`config.mk`:
```
export PLATFORM = sky130hd
export DESIGN_NAME = seq_multiplier
export DESIGN_NICKNAME = d
export VERILOG_FILES = /design/src/rtl/seq_multiplier.sv
export SDC_FILE = /design/constraint.sdc
export NUM_CORES = 1
export LEC_CHECK = 0
export ABC_AREA = 1
export BUFFER_PORTS_ARGS = -buffer_cell sky130_fd_sc_hd__buf_2
export CELL_PAD_IN_SITES_DETAIL_PLACEMENT = 2
export CELL_PAD_IN_SITES_GLOBAL_PLACEMENT = 2
export CORE_AREA = 3 3 93 95
export CTS_CLUSTER_DIAMETER = 60
export DETAILED_ROUTE_END_ITERATION = 8
export DIE_AREA = 0 0 96 98
export GPL_TIMING_DRIVEN = 0
export PLACE_DENSITY = 0.93
export REMOVE_ABC_BUFFERS = 1
export SKIP_CTS_REPAIR_TIMING = 1
export SYNTH_ARGS = -nofsm -noshare
export SYNTH_HDL_FRONTEND = slang
export SYNTH_SLANG_ARGS = --single-unit
```
`constraint.sdc`:
```
create_clock -name clock -period 6.35 [get_ports clock]
set_input_delay 0.635 -clock clock [delete_from_list [all_inputs] [get_ports clock]]
set_output_delay 0.635 -clock clock [all_outputs]
set_load 0.02 [all_outputs]
```
`src/rtl/seq_multiplier.sv`:
```
// seq_multiplier: unsigned shift-and-add multiplier, one partial product per cycle, WIDTH-cycle run
module seq_multiplier #(
  parameter int WIDTH = 8
) (
  input  logic               clock,
  input  logic               reset_L,
  input  logic               start,
  input  logic [WIDTH-1:0]   A,
  input  logic [WIDTH-1:0]   B,
  output logic [2*WIDTH-1:0] P,
  output logic               busy,
  output logic               done
);
  localparam int CW = $clog2(WIDTH + 1);
  typedef enum logic [1:0] {IDLE, RUN, DONE} state_t;
  state_t             state_q, state_d;
  logic [WIDTH-1:0]   mcand_q, mcand_d, mplier_q, mplier_d;
  logic [2*WIDTH-1:0] p_q, p_d, addend;
  logic [CW-1:0]      count_q, count_d;
  assign addend = {{WIDTH{1'b0}}, mcand_q} << count_q;
  always_comb begin
    state_d  = state_q;
    mcand_d  = mcand_q;
    mplier_d = mplier_q;
    p_d      = p_q;
    count_d  = count_q;
    case (state_q)
      IDLE: if (start) begin
        mcand_d  = A;
        mplier_d = B;
        p_d      = '0;
        count_d  = '0;
        state_d  = RUN;
      end
      RUN: begin
        p_d      = mplier_q[0] ? p_q + addend : p_q;
        mplier_d = mplier_q >> 1;
        count_d  = count_q + 1'b1;
        state_d  = (count_q == CW'(WIDTH - 1)) ? DONE : RUN;
      end
      default: state_d = IDLE;
    endcase
  end
  always_ff @(posedge clock or negedge reset_L) begin
    if (!reset_L) begin
      state_q  <= IDLE;
      mcand_q  <= '0;
      mplier_q <= '0;
      p_q      <= '0;
      count_q  <= '0;
    end else begin
      state_q  <= state_d;
      mcand_q  <= mcand_d;
      mplier_q <= mplier_d;
      p_q      <= p_d;
      count_q  <= count_d;
    end
  end
  assign P    = p_q;
  assign busy = (state_q == RUN);
  assign done = (state_q == DONE);
endmodule

```
==> impl_metrics.yaml <==
drt:
  wl_per_cell_um: 17.5
  dr.pass1.iters: 4
  drc: 0
  ant_nets: 0
  post_drt_via_cell_ratio: 5.43
  wirelength_mm: 9.08
  drtIter0Drc: 114
  num_vias: 2813
synthesis:
  yosysWarnings: 0
  yosys.area.top_type: "dfrtp_1"
  yosysMostFrequentCell: "nand2_1"
  yosysSeqAreaShare_pct: 34.0
  synth_cell_types: 41
  syn_inst: 381
  yosys-top-cells-count: "nand2_1 (117), dfrtp_1 (38), nand3_1 (35), nor2_1 (30), inv_1 (29)"
  yosysTopAreaCellShare_pct: 34.0
  ys_ff_latch: 38
  post_synth.cell_area_avg_sq_um: 7.35
  synth_async_sr_flop_share_pct: 100
  synth_edf_count: 0
  ys.flop_type: "dfrtp_1"
  yosys-top-cells-area: "dfrtp_1 (34%), nand2_1 (16%), ha_1 (7.2%)"
  syn-cell-area_sq_mm: 0.00280
critical_path:
  path_buf_inv: 2
  cp_common_cell: "nand2_1"
  crit_family: "compound AO/OA/AOI/OAI gates"
  critPathMaxStageDelay_ps: 560
  cp_slowest_cell: "dfrtp_1"
  crit_chain: "inv_2, nand2_1, nand2_1, o21ai_1, nor2_1, a31oi_1, nor2_1, ha_1, nand2_1, inv_1, a21oi_1, nand2_1, a21oi_1, nand3_1, nand3_1, nand2_1"
  critPathMaxFanout: 12
  cp.arrival_ps: 3320
  start_kind: "flip-flop"
  worstSetupEndpointType: "flip-flop"
  worstSetupPathType: "flip-flop to flip-flop"
  required_ps: 6550
die:
  start_util_pct: 35.8
  dieArea_sq_mm: 0.00941
  ioPinCount: 37
  die_h_um: 98
  die_w_um: 96
  fp.coreArea_sq_mm: 0.00781
  rows: 32
clock_tree:
  clockRootBuffer: "clkbuf_8"
  cts_inserted_buffers: 5
  clock_sinks: 38
  cts_tree: "yes"
  cts.htree.levels: 2
  clk_pin_slew_ps: 90
  clock_path_buffers: 2
  clock_latency_ps: 300
pwr:
  leakage_nw: 1.68
  power_w: 0.00212
  irDropWorstVdd_v: 0.000211
  power_density_mw_per_mm2: 668
cells_and_area:
  final_nets: 451
  syn_to_final_growth_pct: 13.5
  fillers: 952
  n_antenna_cell: 0
  drive_gt1_share_pct: 19.5
timing:
  drv_slew: 0
  hold_viol_final: 0
  tightest_slew_ps: 902
  setup_tns_ps: 0
  rsz0062_at_grt: "no"
  final-setup-viol-count: 0
  finalClockSkew_ps: 4.88
  min_period_over_period_pct: 49.2
  fin_crit_ps: 3120
  fmax_mhz: 320
  relSlewSlack_pct: 39.9
status:
  status: "completed"
grt:
  grt_antenna_before_repair: 0
  grt_pass1_vias: 3099
  grt_max_degree: 39
  grt_pass1_wl_mm: 15.5
  overflow: 0
  grt_use_total_pct: 20.7
hold_path:
  hold_path_class: "primary input to async pin"
place:
  io_buffers: 36
  dp_hpwl_mm: 6.87
  place_congestion: 0.889
run:
  maxCapViolations: 0
routing by layer:
metal	GRT usage (%)	part of all wire, %	up-vias
met1	25.4	42	1414
met3	3.24	2.7	17
met2	37.0	53	42
li1	-	-	1340
met4	5.03	2.0	0
met5	0	0	-
report_power, final:
group	internal, W	switching, W
combinational	0.000458	0.000937
sequential	0.000350	0.000114
clock	0.000158	0.000107
total	0.000966	0.00116
layout make-up:
cell class	count	area, sq um	share of cell area [%]
multi-input cells	298	1650	51.8
flip-flops and latches	38	951	29.9
repair buffers	36	180	5.67
inverters	36	135	4.25
well taps	102	128	4.02
clock buffers	5	68.8	2.17
clock inverters	3	68.8	2.17
sequential cells by signal, summed over array words and instances, names as in the netlist:
signal    cells
mplier_q      8
count_q       4
state_q       2
P            16
mcand_q       8
through the flow:
step / std cells / area, sq um / hold slack, ps / util (%) / worst slack (ps)
floorplan: 372 / 2730 / 339 / - / 4020
CTS: 518 / 3180 / 503 / 40.7 / 3210
detailed placement: 510 / 3040 / 486 / 38.9 / 3250
global placement: 510 / 3040 / 472 / 38.9 / 3420
finish: 518 / 3180 / 453 / 40.7 / 3230
global route: 518 / 3180 / 517 / 40.7 / 2940
placed cells by master, fill, tap and decap left out, types with 5 or more instances in the layout:
cell type,instances
buf_2,36
inv_2,7
nand2_1,117
nand3_1,35
mux2_2,7
o21ai_1,6
o21ai_0,12
ha_1,16
inv_1,29
o22ai_1,5
nand4_1,8
nor2_1,30
o21ai_2,5
nand3_2,6
dfrtp_1,38
clkbuf_8,5
a21oi_1,16
final timing paths:
check / startpoint / end / slack, ps / depth (start not counted)
max in group asynchronous: reset_L / count_q[0] / 5330 / 1
min in group clock: mplier_q[2] / mplier_q[1] / 500 / 2
min reg2reg: mplier_q[2] / mplier_q[1] / 500 / 2
max: count_q[0] / P[15] / 3230 / 16
min: reset_L / P[7] / 450 / 1
max reg2reg: count_q[0] / P[15] / 3230 / 16
cell families after synthesis:
logic type,share of synthesized area [%]
simple gates,34.4
compound gates,13.1
buf+inv,7.24
flops,34.0
fa+ha+maj,7.87
mux,2.82
xor+xnor,0.626
Note: power is estimated with default switching activity, not from simulation.
